### src/rtl/mmc1_cpu_write_front_if.sv
`timescale 1ns/1ps
`default_nettype none
// ============================================================================
// Module   : mmc1_cpu_write_front_if
// Brief    : Raw Famicom CPU bus inputs and MMC1 register-write strobe outputs.
// Revision : 1.0 - initial release
// ============================================================================
interface mmc1_cpu_write_front_if;
  logic       cpu_m2;
  logic       ncpu_romsel;
  logic       ncpu_rw;
  logic       cpu_a14;
  logic       cpu_a13;
  logic       cpu_d7;
  logic       cpu_d0;
  logic       reg_we;
  logic [1:0] reg_sel;
  logic [4:0] reg_data;
  logic       reset_req;
  logic       wr_ignored;
  logic [2:0] shift_cnt;

  modport master (
    output cpu_m2, ncpu_romsel, ncpu_rw, cpu_a14, cpu_a13, cpu_d7, cpu_d0,
    input  reg_we, reg_sel, reg_data, reset_req, wr_ignored, shift_cnt
  );

  modport slave (
    input  cpu_m2, ncpu_romsel, ncpu_rw, cpu_a14, cpu_a13, cpu_d7, cpu_d0,
    output reg_we, reg_sel, reg_data, reset_req, wr_ignored, shift_cnt
  );
endinterface
`default_nettype wire

### src/rtl/mmc1_cpu_write_front.sv
`timescale 1ns/1ps
`default_nettype none
// ============================================================================
// Module   : mmc1_cpu_write_front
// Brief    : Synchronises the CPU bus, detects $8000-$FFFF writes, applies the
//            consecutive-write filter and assembles the MMC1 5-bit serial load.
// Revision : 1.0 - initial release
// ============================================================================
module mmc1_cpu_write_front #(
  parameter int SYNC_STAGES   = 2,
  parameter int M2_MIN_HIGH   = 3,
  parameter int IGNORE_CONSEC = 1
) (
  input  logic                   clk,
  input  logic                   rst,
  mmc1_cpu_write_front_if.slave  bus
);

  localparam int c_HCNT_W = (M2_MIN_HIGH < 2) ? 1 : $clog2(M2_MIN_HIGH + 1);
  localparam logic [c_HCNT_W-1:0] c_HCNT_SAT = c_HCNT_W'(M2_MIN_HIGH);
  localparam bit c_IGNORE = (IGNORE_CONSEC != 0);

  typedef enum logic [1:0] {
    ST_IDLE   = 2'd0,
    ST_HIGH   = 2'd1,
    ST_COMMIT = 2'd2
  } state_t;

  // Synchroniser bundle: {m2, nromsel, nrw, a14, a13, d7, d0}
  logic [6:0] w_raw;
  logic [6:0] r_sync [SYNC_STAGES];
  logic [6:0] w_sync;
  logic       w_m2;
  logic [5:0] w_bus;

  assign w_raw = {bus.cpu_m2, bus.ncpu_romsel, bus.ncpu_rw,
                  bus.cpu_a14, bus.cpu_a13, bus.cpu_d7, bus.cpu_d0};

  genvar gi;
  generate
    for (gi = 0; gi < SYNC_STAGES; gi++) begin : g_sync
      if (gi == 0) begin : g_first
        always_ff @(posedge clk or posedge rst) begin
          if (rst) r_sync[gi] <= '0;
          else     r_sync[gi] <= w_raw;
        end
      end else begin : g_next
        always_ff @(posedge clk or posedge rst) begin
          if (rst) r_sync[gi] <= '0;
          else     r_sync[gi] <= r_sync[gi-1];
        end
      end
    end
  endgenerate

  assign w_sync = r_sync[SYNC_STAGES-1];
  assign w_m2   = w_sync[6];
  assign w_bus  = w_sync[5:0];

  state_t              r_state;
  logic [c_HCNT_W-1:0] r_hcnt;
  logic [5:0]          r_snap;      // {nromsel, nrw, a14, a13, d7, d0}
  logic [4:0]          r_shreg;
  logic [2:0]          r_shift_cnt;
  logic                r_cflag;
  logic                r_reg_we;
  logic                r_reset_req;
  logic                r_wr_ignored;
  logic [1:0]          r_reg_sel;
  logic [4:0]          r_reg_data;

  logic       w_mapper_wr;
  logic [4:0] w_shift_next;

  assign w_mapper_wr  = ~r_snap[5] & ~r_snap[4];
  assign w_shift_next = {r_snap[0], r_shreg[4:1]};

  always_ff @(posedge clk or posedge rst) begin
    if (rst) begin
      r_state      <= ST_IDLE;
      r_hcnt       <= '0;
      r_snap       <= '0;
      r_shreg      <= '0;
      r_shift_cnt  <= '0;
      r_cflag      <= 1'b0;
      r_reg_we     <= 1'b0;
      r_reset_req  <= 1'b0;
      r_wr_ignored <= 1'b0;
      r_reg_sel    <= '0;
      r_reg_data   <= '0;
    end else begin
      r_reg_we     <= 1'b0;
      r_reset_req  <= 1'b0;
      r_wr_ignored <= 1'b0;
      case (r_state)
        ST_IDLE: begin
          if (w_m2) begin
            r_state <= ST_HIGH;
            r_hcnt  <= c_HCNT_W'(1);
            r_snap  <= w_bus;
          end
        end
        ST_HIGH: begin
          if (w_m2) begin
            if (r_hcnt != c_HCNT_SAT) r_hcnt <= r_hcnt + c_HCNT_W'(1);
            r_snap <= w_bus;
          end else if (r_hcnt >= c_HCNT_SAT) begin
            r_state <= ST_COMMIT;
          end else begin
            // Too short to be a real CPU cycle: drop it without touching any state
            r_state <= ST_IDLE;
          end
        end
        ST_COMMIT: begin
          r_state <= ST_IDLE;
          if (w_mapper_wr) begin
            r_cflag <= 1'b1;
            if (c_IGNORE && r_cflag) begin
              r_wr_ignored <= 1'b1;
            end else if (r_snap[1]) begin
              r_shreg     <= '0;
              r_shift_cnt <= '0;
              r_reset_req <= 1'b1;
            end else if (r_shift_cnt != 3'd4) begin
              r_shreg     <= w_shift_next;
              r_shift_cnt <= r_shift_cnt + 3'd1;
            end else begin
              r_reg_data  <= w_shift_next;
              r_reg_sel   <= r_snap[3:2];
              r_reg_we    <= 1'b1;
              r_shreg     <= '0;
              r_shift_cnt <= '0;
            end
          end else begin
            r_cflag <= 1'b0;
          end
        end
        default: r_state <= ST_IDLE;
      endcase
    end
  end

  assign bus.reg_we     = r_reg_we;
  assign bus.reg_sel    = r_reg_sel;
  assign bus.reg_data   = r_reg_data;
  assign bus.reset_req  = r_reset_req;
  assign bus.wr_ignored = r_wr_ignored;
  assign bus.shift_cnt  = r_shift_cnt;

endmodule
`default_nettype wire

### src/flat_wrapper.sv
// flat-port wrapper written by rule: the top's interface ports become plain ports
module mmc1_cpu_write_front_flat 
#(
  parameter int SYNC_STAGES   = 2,
  parameter int M2_MIN_HIGH   = 3,
  parameter int IGNORE_CONSEC = 1
)
  (clk, rst, bus_cpu_m2, bus_ncpu_romsel, bus_ncpu_rw, bus_cpu_a14, bus_cpu_a13, bus_cpu_d7, bus_cpu_d0, bus_reg_we, bus_reg_sel, bus_reg_data, bus_reset_req, bus_wr_ignored, bus_shift_cnt);
  mmc1_cpu_write_front_if bus_i ();
  input  logic clk;
  input  logic rst;
  input wire logic [$bits(bus_i.cpu_m2)-1:0] bus_cpu_m2;
  input wire logic [$bits(bus_i.ncpu_romsel)-1:0] bus_ncpu_romsel;
  input wire logic [$bits(bus_i.ncpu_rw)-1:0] bus_ncpu_rw;
  input wire logic [$bits(bus_i.cpu_a14)-1:0] bus_cpu_a14;
  input wire logic [$bits(bus_i.cpu_a13)-1:0] bus_cpu_a13;
  input wire logic [$bits(bus_i.cpu_d7)-1:0] bus_cpu_d7;
  input wire logic [$bits(bus_i.cpu_d0)-1:0] bus_cpu_d0;
  output wire logic [$bits(bus_i.reg_we)-1:0] bus_reg_we;
  output wire logic [$bits(bus_i.reg_sel)-1:0] bus_reg_sel;
  output wire logic [$bits(bus_i.reg_data)-1:0] bus_reg_data;
  output wire logic [$bits(bus_i.reset_req)-1:0] bus_reset_req;
  output wire logic [$bits(bus_i.wr_ignored)-1:0] bus_wr_ignored;
  output wire logic [$bits(bus_i.shift_cnt)-1:0] bus_shift_cnt;
  assign bus_i.cpu_m2 = bus_cpu_m2;
  assign bus_i.ncpu_romsel = bus_ncpu_romsel;
  assign bus_i.ncpu_rw = bus_ncpu_rw;
  assign bus_i.cpu_a14 = bus_cpu_a14;
  assign bus_i.cpu_a13 = bus_cpu_a13;
  assign bus_i.cpu_d7 = bus_cpu_d7;
  assign bus_i.cpu_d0 = bus_cpu_d0;
  assign bus_reg_we = bus_i.reg_we;
  assign bus_reg_sel = bus_i.reg_sel;
  assign bus_reg_data = bus_i.reg_data;
  assign bus_reset_req = bus_i.reset_req;
  assign bus_wr_ignored = bus_i.wr_ignored;
  assign bus_shift_cnt = bus_i.shift_cnt;
  mmc1_cpu_write_front #(.SYNC_STAGES(SYNC_STAGES), .M2_MIN_HIGH(M2_MIN_HIGH), .IGNORE_CONSEC(IGNORE_CONSEC)) u_core (.clk(clk), .rst(rst), .bus(bus_i));
endmodule
### config.mk
export PLATFORM = sky130hd
export DESIGN_NAME = mmc1_cpu_write_front_flat
export DESIGN_NICKNAME = d
export VERILOG_FILES = /design/src/rtl/mmc1_cpu_write_front_if.sv /design/src/rtl/mmc1_cpu_write_front.sv /design/src/flat_wrapper.sv
export SDC_FILE = /design/constraint.sdc
export NUM_CORES = 1
export LEC_CHECK = 0
export ABC_AREA = 0
export CORE_MARGIN = 1.5
export CORE_UTILIZATION = 52
export DETAILED_ROUTE_END_ITERATION = 7
export GPL_TIMING_DRIVEN = 0
export PLACE_DENSITY = 0.73
export SYNTH_ARGS = -nofsm -noshare
export SYNTH_HDL_FRONTEND = slang
export SYNTH_SLANG_ARGS = --single-unit
### constraint.sdc
create_clock -name clk -period 2.85 [get_ports clk]
set_input_delay 0.285 -clock clk [delete_from_list [all_inputs] [get_ports clk]]
set_output_delay 0.285 -clock clk [all_outputs]
set_load 0.005 [all_outputs]
---- Word-level counts from Yosys, hierarchy flattened ----
Index checks and enable logic that the tools add are counted.
storage, ports and cells
  bits in read-only memories .............. 0
  latch bits .............................. 0
  logic and storage cells ................. 62
  bits in registers ....................... 43
  input port bits ......................... 9
  memories kept ........................... 0
  memory bits (writable) .................. 0
cells by class
  div/mod/pow operators ................... 0
  magnitude comparators ................... 1
  muxes and demuxes ....................... 24
  add/subtract/negate cells ............... 2
  reductions and logical operators ........ 8
  shifts and indexed selects .............. 0
  multipliers ............................. 0
  eq/ne operators ......................... 8
  bitwise operators ....................... 6
operator list
  cell                                                    number
  two-way mux 1 bit                                       13
  two-way mux 2 bit                                       5
  two-way mux 5 bit                                       2
  one-hot mux 2 bit (2 select lines)                      2
  two-way mux 3 bit                                       2
  inequality test 2 x 1 -> 1 bit (second input constant)  3
  inverter 1 bit                                          5
  AND reduction 5 bit                                     1
  inequality test 2 bit (second input constant)           2
  AND reduction 2 bit                                     2
  AND reduction 4 bit                                     1
  adder 3 x 1 -> 3 bit (second input constant)            1
  inequality test 3 bit (second input constant)           1
  AND reduction 3 bit                                     1
  adder 2 x 1 -> 2 bit (second input constant)            1
  equality test 2 x 1 -> 1 bit (second input constant)    1
  equality test 2 bit (second input constant)             1
  >= comparator 2 bit (second input constant)             1
  logical NOT 2 bit                                       1
  nonzero test 2 bit                                      1
  OR reduction 2 bit                                      1
  bitwise AND 1 bit                                       1

---- Longest topological paths before layout ----
Gate-level depths: netlist of run 1.
  depth in word-level cells ............... 6
  depth in mapped cells ................... 6
  gate-level depth less buffers ........... 5

---- Worst setup path after synthesis of run 1 ----
Ideal clock, no wire load.
  path type ............................... flip-flop to flip-flop
  start point ............................. register u_core.r_state[0]
  end point ............................... register u_core.r_reg_data[0] (netlist: u_core.bus.reg_data[0])
  data required time ...................... 2,725 ps
  path slack .............................. 774 ps
  buffers on the path ..................... 2
  arrival time ............................ 1,951 ps
  cell stages (with the launch flop) ...... 6
  cells stage by stage .................... dfrtp_1 or4b_4 buf_6 or4_4 buf_6 mux2_4
on the way
  word-level cells in the longest chain between the ends .. 2
RTL lines
  element                        RTL line                     source
  from (decl)                    mmc1_cpu_write_front.sv:60   state_t r_state;
  from (signal assigned)         mmc1_cpu_write_front.sv:80   r_state <= ST_IDLE;
  from (signal assigned)         mmc1_cpu_write_front.sv:98   r_state <= ST_HIGH;
  from (signal assigned)         mmc1_cpu_write_front.sv:108  r_state <= ST_COMMIT;
  equality test 2 bit            mmc1_cpu_write_front.sv:95   case (r_state)
  AND reduction 5 bit (no line)  n/a
  to (signal assigned)           mmc1_cpu_write_front.sv:128  r_reg_data <= w_shift_next;
  to (decl)                      mmc1_cpu_write_front.sv:70   logic [4:0] r_reg_data;
Every way passes these cells.
A chain may end at the register's enable or synchronous reset.

---- Worst setup path after layout of run 1 ----
  start point ............................. register u_core.r_state[0]
  end point ............................... register u_core.r_reg_sel[1] (netlist: u_core.bus.reg_sel[1])
on the way
  word-level cells in the longest chain between the ends .. 2
RTL lines
  element                        RTL line                     source
  equality test 2 bit            mmc1_cpu_write_front.sv:95
  AND reduction 5 bit (no line)  n/a
  to (signal assigned)           mmc1_cpu_write_front.sv:129  r_reg_sel <= r_snap[3:2];
  to (decl)                      mmc1_cpu_write_front.sv:69   logic [1:0] r_reg_sel;
Every way passes these cells.

==> reports/qor_table.md, run 1 <==
| Quantity | Reported | Unit |
|:---|:---|:---|
| Worst hold path type | reg -> reg | - |
| Critical Path End Type | flip-flop | - |
| Biggest area consumer among synthesized cells | sky130_fd_sc_hd__dfrtp_1 | - |
| Worst-path fanout max | 10 | - |
| Worst-Skew Late Latency | 0.34 | ns |
| Cts bufs inserted | 5 | - |
| Post-synth EDFFs | 0 | - |
| Avg Vias per Cell | 5.20 | - |
| Detail Route Antenna Nets | 0 | - |
| Final TNS setup | 0 | ns |
| Post-CTS setup repair buffer count | 0 | - |
| CTS Root Buffer Type | sky130_fd_sc_hd__clkbuf_4 | - |
| Worst Skew | 0.0123 | ns |
| Flops & latches, synth | 42 | - |
| H-tree lvl count | 2 | - |
| Height of the chip | 57.5 | um |
| Routability congestion estimate from global placement | 0.741 | - |
| Maximum number of pins on one net before global-route repair | 43 | - |
| Syn Std Cell Area | 0.00155 | mm^2 |
| Ratio of cells with drive above 1 in the final layout | 13.3 | % |
| LEAKAGE | 0.880 | nW |
| Tightest slew margin relative to the limit | 46.6 | % |
| Non-filler instance count after layout | 181 | - |
| Most numerous cell in the Yosys netlist | sky130_fd_sc_hd__dfrtp_1 | - |
| Portion of the post-synthesis area used by sequential elements | 68.0 | % |
| Clock group share of total power | 26.1 | % |
| Maximum Capacitance Violations | 0 | - |
| Maximum clock rate | 458 | MHz |
| Number of buffers added on ports | 21 | - |
| CTS tree | yes | - |
| Count of hold buffers inserted by post-cts repair | 0 | - |
| Design internal power | 842 | uW |
| Width of the die | 57.5 | um |
| Number of placed cells counting well taps | 173 | - |
| Kind of start point of the critical path | flip-flop | - |
| Number of max-slew violations in the final report | 0 | - |
| Number of design-rule violations left by the first detailed-router iteration | 9 | - |
| Part of the total power dissipated in sequential elements | 60.7 | % |
| Count of unique library cells instantiated by Yosys | 21 | - |
| Detail Placement HPWL | 1.64 | mm |
| Syn Inst Count | 121 | - |
| Standard-cell row count | 19 | - |
| Gate power share | 13.1 | % |
| Post-synth top cells | sky130_fd_sc_hd__dfrtp_1, sky130_fd_sc_hd__nand2_1, sky130_fd_sc_hd__o21ai_0 | - |
| Data arrival time of the worst path | 2.43 | ns |
| Result of the run | finished clean | - |
| Slew @ Worst Pin | 0.800 | ns |
| Mean Syn Cell Area | 12.8 | um^2 |
| GRT overflow | 0 | - |
| Area share of the largest cell type after synthesis | 68.0 | % |
| Routed wire per std cell | 13.1 | um |
| Yosys warns | 0 | - |
| Layout area overhead | 20.0 | % |
| # setup viols final | 0 | - |
| Maximum ir drop on the vdd rail | 0.489 | mV |
| Overall fraction of global-route tracks in use | 16.5 | % |
| Core region area | 0.00278 | mm^2 |
| Initial cell density of the core | 55.6 | % |
| Vias after detailed routing | 942 | - |
| Clock slew at the register clock pins of the worst setup and hold paths | 0.12 | ns |
| Total clock sinks | 42 | - |
| Die Outline Area | 0.00331 | mm^2 |
| Net Count, Synth | 133 | - |
| Dominant cells by area after synthesis | sky130_fd_sc_hd__dfrtp_1, sky130_fd_sc_hd__mux2_4, sky130_fd_sc_hd__nand2_1 | - |
| Sw Ratio | 27.0 | % |
| Number of global-route vias before repair | 891 | - |
| Length of the first detailed-routing pass in iterations | 6 | - |
| Category of the most critical setup path | reg -> reg | - |
| Ports placed on the boundary | 22 | - |
| Post-synth ARST share | 100 | % |
| NumNets Final | 161 | - |
| Max clock buf depth | 2 | - |
| Count of antenna diodes in the layout | 0 | - |
| Min cycle time layout | 2.18 | ns |
| Power density over the cells | 622 | mW/mm^2 |
| RSZ-0062 raised after global routing | no | - |
| Switching power | 311 | uW |
| Layout fillers | 199 | - |
| First-pass GRT wire length | 4.04 | mm |
| Number of gates given a new drive strength after cts | 0 | - |
| Tcrit/Tclk final | 76.6 | % |
| Required time worst endpoint | 3.09 | ns |
| Antenna violations before repair | 0 | - |
| Hold Violations, Final | 0 | - |
| Most common flop cell mapped by yosys | sky130_fd_sc_hd__dfrtp_1 | - |
| DRC violation count after routing | 0 | - |
| Routed Wire Length | 2.37 | mm |
==> placed cells by master, fill, tap and decap left out, drive strengths merged, types with 2 or more instances in the layout <==
cell type,Yosys,final
dfrtp,42,42
nand2,25,25
clkdlybuf4s50,0,21
o21ai,15,15
clkbuf,2,9
mux2,7,7
inv,6,6
nand2b,3,3
ha,3,3
a21oi,2,2
buf,2,2
nor2,2,2
nor3,2,2
a22o,2,2
clkinv,1,2
==> worst max-delay path: stages, from the launching register on <==
cell and delay, ns:
sky130_fd_sc_hd__dfrtp_1 0.45, sky130_fd_sc_hd__or4b_4 0.54, sky130_fd_sc_hd__buf_6 0.15, sky130_fd_sc_hd__or4_4 0.48
sky130_fd_sc_hd__buf_6 0.16, sky130_fd_sc_hd__mux2_4 0.30
==> stage by stage <==
stage / utilization, % / cell area, um^2 / setup slack (ns) / power (mW) / hold slack [ns]
after global placement: 64.5 / 1790 / 0.719 / 0.850 / 0.332
after global routing: 66.7 / 1850 / 0.607 / 1.21 / 0.345
after floorplan: - / 1550 / 0.774 / 0.803 / 0.316
final: 66.7 / 1850 / 0.666 / 1.15 / 0.361
after CTS: 66.7 / 1850 / 0.658 / 1.16 / 0.360
after detailed placement: 64.5 / 1790 / 0.695 / 0.864 / 0.339
==> worst paths after layout <==
path	from	end	slack, ns	cells after the start
setup / recovery	u_core.r_state[0]$_DFFE_PP0P_	u_core.bus.reg_sel[1]$_DFFE_PP0P_	0.67	5
hold / removal	u_core.r_sync[9]$_DFF_PP0_	u_core.w_sync[2]$_DFF_PP0_	0.36	0
setup reg to reg	u_core.r_state[0]$_DFFE_PP0P_	u_core.bus.reg_sel[1]$_DFFE_PP0P_	0.67	5
hold reg to reg	u_core.r_sync[9]$_DFF_PP0_	u_core.w_sync[2]$_DFF_PP0_	0.36	0
max in group asynchronous	rst	u_core.w_sync[2]$_DFF_PP0_	1.94	2
min in group asynchronous	rst	u_core.bus.reg_sel[0]$_DFFE_PP0P_	0.39	2
==> sequential cells by signal, summed over array words and instances (netlist names) <==
register	cells
u_core.bus.reset_req	1
u_core.bus.reg_data	5
u_core.r_cflag	1
u_core.w_sync	7
u_core.r_hcnt	2
u_core.r_snap	6
u_core.bus.wr_ignored	1
u_core.bus.reg_we	1
u_core.bus.reg_sel	2
u_core.r_sync	7
u_core.bus.shift_cnt	3
u_core.r_state	2
u_core.r_shreg	4
==> cells by family (layout without fill, tap and decap cells) <==
family          count (synthesis)  in the layout  share of synthesized area, %
buf+inv                        11             40                          3.64
mux                             7              7                          6.80
fa+ha+maj                       3              3                          2.43
flops                          42             42                          68.0
compound gates                 21             21                          7.61
simple gates                   37             37                          11.5
==> power groups by stage <==
stage	clock [mW]	combinational, mW	sequential, mW
6_report	0.301	0.152	0.700
5_1_grt	0.331	0.174	0.707
4_1_cts	0.309	0.154	0.699
3_5_place_dp	0	0.153	0.711
3_3_place_gp	0	0.144	0.706
2_1_floorplan	0	0.106	0.697
==> layout make-up <==
class                   instances  area, um^2  area share, %
inverters                       7        26.3           1.42
clock inverters                 1        5.00          0.270
flip-flops and latches         42        1050           56.7
clock buffers                   7        55.1           2.97
multi-input cells              68         438           23.6
repair buffers                 21         210           11.3
well taps                      31        38.8           2.09
plain buffers                   4        30.0           1.62
==> metal layers <==
layer	GRT usage (%)	up-vias	share of wire [%]
li1	-	455	-
met1	19.1	461	42
met2	27.9	19	51
met3	4.76	7	4.0
met4	7.97	0	2.2
met5	0	-	0
Power figures use the tool's default switching activity.
==> run 2, diff against run 1 <==
--- a/config.mk
+++ b/config.mk
@@ -7,10 +7,10 @@
 export LEC_CHECK = 0
 export ABC_AREA = 0
 export CORE_MARGIN = 1.5
-export CORE_UTILIZATION = 52
+export CORE_UTILIZATION = 47
 export DETAILED_ROUTE_END_ITERATION = 7
 export GPL_TIMING_DRIVEN = 0
-export PLACE_DENSITY = 0.73
+export PLACE_DENSITY = 0.69
 export SYNTH_ARGS = -nofsm -noshare
 export SYNTH_HDL_FRONTEND = slang
 export SYNTH_SLANG_ARGS = --single-unit
==> constraint.sdc (replaced) <==
create_clock -name clk -period 2 [get_ports clk]
set_input_delay 0.2 -clock clk [delete_from_list [all_inputs] [get_ports clk]]
set_output_delay 0.2 -clock clk [all_outputs]
set_load 0.005 [all_outputs]
==> run 2 against run 1 <==
  * Clock skew decreased by 0.0039 ns
  * Largest power group unchanged
  * Final area increased by 0.41%
  * First-iteration DRC count increased by 11%
  * Highest routed layer unchanged
  * Total power increased by 41%
  * Count of clock-buffer cells in the layout decreased by 2
  * Combinational power increased by 47%
  * Largest cell class unchanged
==> reports/qor_table.md, run 2 (synthesized netlist as in run 1, its figures left out) <==
| Quantity | Reported | Unit |
|:---|:---|:---|
| Non-filler instance count after layout | 194 | - |
| Post-layout total power | 1.63 | mW |
| Antenna violations before repair | 0 | - |
| Detail Route Antenna Nets | 0 | - |
| R2R Setup Slk | 0.09 | ns |
| RSZ-0062 raised after global routing | no | - |
| Height of the chip | 60.3 | um |
| Required time worst endpoint | 2.24 | ns |
| GRT overflow | 0 | - |
| Die Outline Area | 0.00364 | mm^2 |
| # setup viols final | 0 | - |
| Data arrival time of the worst path | 2.15 | ns |
| Critical Path End Type | flip-flop | - |
| Routed wire per std cell | 12.0 | um |
| Width of the die | 60.3 | um |
| Routed Wire Length | 2.32 | mm |
| Most used cells in the layout excluding fill and tap cells | sky130_fd_sc_hd__dfrtp_1, sky130_fd_sc_hd__nand2_1, sky130_fd_sc_hd__clkdlybuf4s50_1, sky130_fd_sc_hd__o21ai_0, sky130_fd_sc_hd__mux2_4 | - |
| Highest routed metal layer | met4 | - |
| LEAKAGE | 0.873 | nW |
| Min cycle time layout | 1.91 | ns |
| Series of cell instances along the critical path | or4b_4 -> or4_4 -> mux2_4 | - |
| Maximum clock rate | 524 | MHz |
| Ports placed on the boundary | 22 | - |
| Hold Violations, Final | 0 | - |
| Standard-cell row count | 20 | - |
| Maximum single-stage delay on the critical path | 0.55 | ns |
| Vias after detailed routing | 955 | - |
| Maximum Capacitance Violations | 0 | - |
| Length of the first detailed-routing pass in iterations | 4 | - |
| Power density over the cells | 875 | mW/mm^2 |
| Capture point of the worst reg-to-reg path | u_core.bus.reg_data[2]$_DFFE_PP0P_ | - |
| Number of placed cells counting well taps | 186 | - |
| Total clock sinks | 42 | - |
| Overall fraction of global-route tracks in use | 15.3 | % |
| Detail Placement HPWL | 1.52 | mm |
| NumNets Final | 161 | - |
| Count of hold buffers inserted by post-cts repair | 0 | - |
| Tcrit/Tclk final | 95.4 | % |
| Core region area | 0.00308 | mm^2 |
| Worst-path fanout max | 7 | - |
| Worst hold path type | in -> reg | - |
| Worst hold margin | 0.270 | ns |
| Worst Skew | 0.00831 | ns |
| FF-to-FF Start | u_core.r_snap[5]$_DFFE_PP0P_ | - |
| Worst-Skew Late Latency | 0.35 | ns |
| Max clock buf depth | 2 | - |
| Maximum ir drop on the vdd rail | 0.492 | mV |
| Count of antenna diodes in the layout | 0 | - |
| Metal3 WL | 111 | um |
| Avg Vias per Cell | 4.92 | - |
| Number of buffers added on ports | 21 | - |
| Routability congestion estimate from global placement | 0.749 | - |
| Number of design-rule violations left by the first detailed-router iteration | 10 | - |
| First-pass GRT wire length | 4.01 | mm |
| Initial cell density of the core | 50.2 | % |
| Final core utilization | 60.5 | % |
| End of the critical path | u_core.bus.reg_data[2]$_DFFE_PP0P_ | - |
| DRC violation count after routing | 0 | - |
| Kind of start point of the critical path | flip-flop | - |
| Result of the run | finished clean | - |
| Number of global-route vias before repair | 918 | - |
| DR WL met2 | 1.13 | mm |
| Final TNS setup | 0 | ns |
| Crit path from | u_core.r_snap[5]$_DFFE_PP0P_ | - |
| Worst path slowest cell | sky130_fd_sc_hd__or4b_4 | - |
| Clock slew at the register clock pins of the worst setup and hold paths | 0.12 | ns |
| Ratio of cells with drive above 1 in the final layout | 14.0 | % |
| Slew @ Worst Pin | 0.830 | ns |
| Layout area overhead | 20.5 | % |
| CTS tree | yes | - |
| Maximum number of pins on one net before global-route repair | 43 | - |
| Routed length on met1 | 1.02 | mm |
| Category of the most critical setup path | reg -> reg | - |
| Number of max-slew violations in the final report | 0 | - |
| Most common library cell in the layout ignoring fill and taps | sky130_fd_sc_hd__dfrtp_1 | - |
| Cts bufs inserted | 5 | - |
| CTS Root Buffer Type | sky130_fd_sc_hd__clkbuf_4 | - |
| H-tree lvl count | 2 | - |
| Tightest slew margin relative to the limit | 44.6 | % |
| Worst Reg-to-Reg Cells | 3 | - |
==> run 2: cell types whose count changed in the layout (fill, tap and decap cells not counted) <==
cell,before,now
sky130_fd_sc_hd__clkbuf_1,3,2
sky130_fd_sc_hd__clkbuf_8,1,0
sky130_fd_sc_hd__clkinvlp_4,0,1
sky130_fd_sc_hd__buf_4,0,2
sky130_fd_sc_hd__buf_6,2,0
sky130_fd_sc_hd__clkinv_4,0,1
==> run 2: timing repair <==
action,4_1_cts,5_1_grt
endpoints found under the setup margin,7,7
buffers inserted,2,0
gates resized for setup,0,0
pin swaps,2,1
==> run 2: where the power goes <==
part | switching (mW) | internal [mW] | leakage [nW]
sequential | 0.0667 | 0.927 | 0.535
combinational | 0.119 | 0.104 | 0.307
clock | 0.276 | 0.137 | 0.0312
total | 0.462 | 1.17 | 0.873
==> run 2: critical path, delay by kind of cell (launching register included) <==
family	cells	cell delay, ns
flip-flops	1	0.40
multiplexers	1	0.33
AND/OR/NAND/NOR	2	1.07
==> run 2: through the flow <==
step           instance area [um^2]  setup WS (ns)
2_1_floorplan                  1550        0.00562
3_3_place_gp                   1810        -0.0373
3_5_place_dp                   1810        -0.0553
4_1_cts                        1860         0.0111
5_1_grt                        1860         0.0319
6_report                       1860         0.0926
==> run 2: cell type report <==
type / instances / area, um^2
Buffer: 2 / 7.51
Clock buffer: 5 / 37.5
Clock inverter: 3 / 21.3
Fill cell: 266 / 1220
Inverter: 7 / 26.3
Multi-Input combinational cell: 68 / 438
Sequential cell: 42 / 1050
Tap cell: 44 / 55.1
Timing Repair Buffer: 23 / 225
==> run 2: worst min path at each step <==
stage | from | end | slack [ns] | depth (start not counted)
after floorplan | bus_cpu_a14 | u_core.r_sync[10]$_DFF_PP0_ | 0.23 | 0
after global placement | u_core.r_sync[9]$_DFF_PP0_ | u_core.w_sync[2]$_DFF_PP0_ | 0.33 | 0
after detailed placement | u_core.r_sync[13]$_DFF_PP0_ | u_core.w_sync[6]$_DFF_PP0_ | 0.34 | 0
after CTS | bus_ncpu_rw | u_core.r_sync[11]$_DFF_PP0_ | 0.25 | 1
after global routing | bus_ncpu_romsel | u_core.r_sync[12]$_DFF_PP0_ | 0.24 | 1
final | bus_ncpu_rw | u_core.r_sync[11]$_DFF_PP0_ | 0.27 | 1
==> run 2: routing by layer <==
layer / GRT usage [%] / vias to the layer above
met2: 23.9 / 25
met1: 19.2 / 465
met5: 0 / -
met4: 8.57 / 0
li1: - / 457
met3: 4.48 / 8
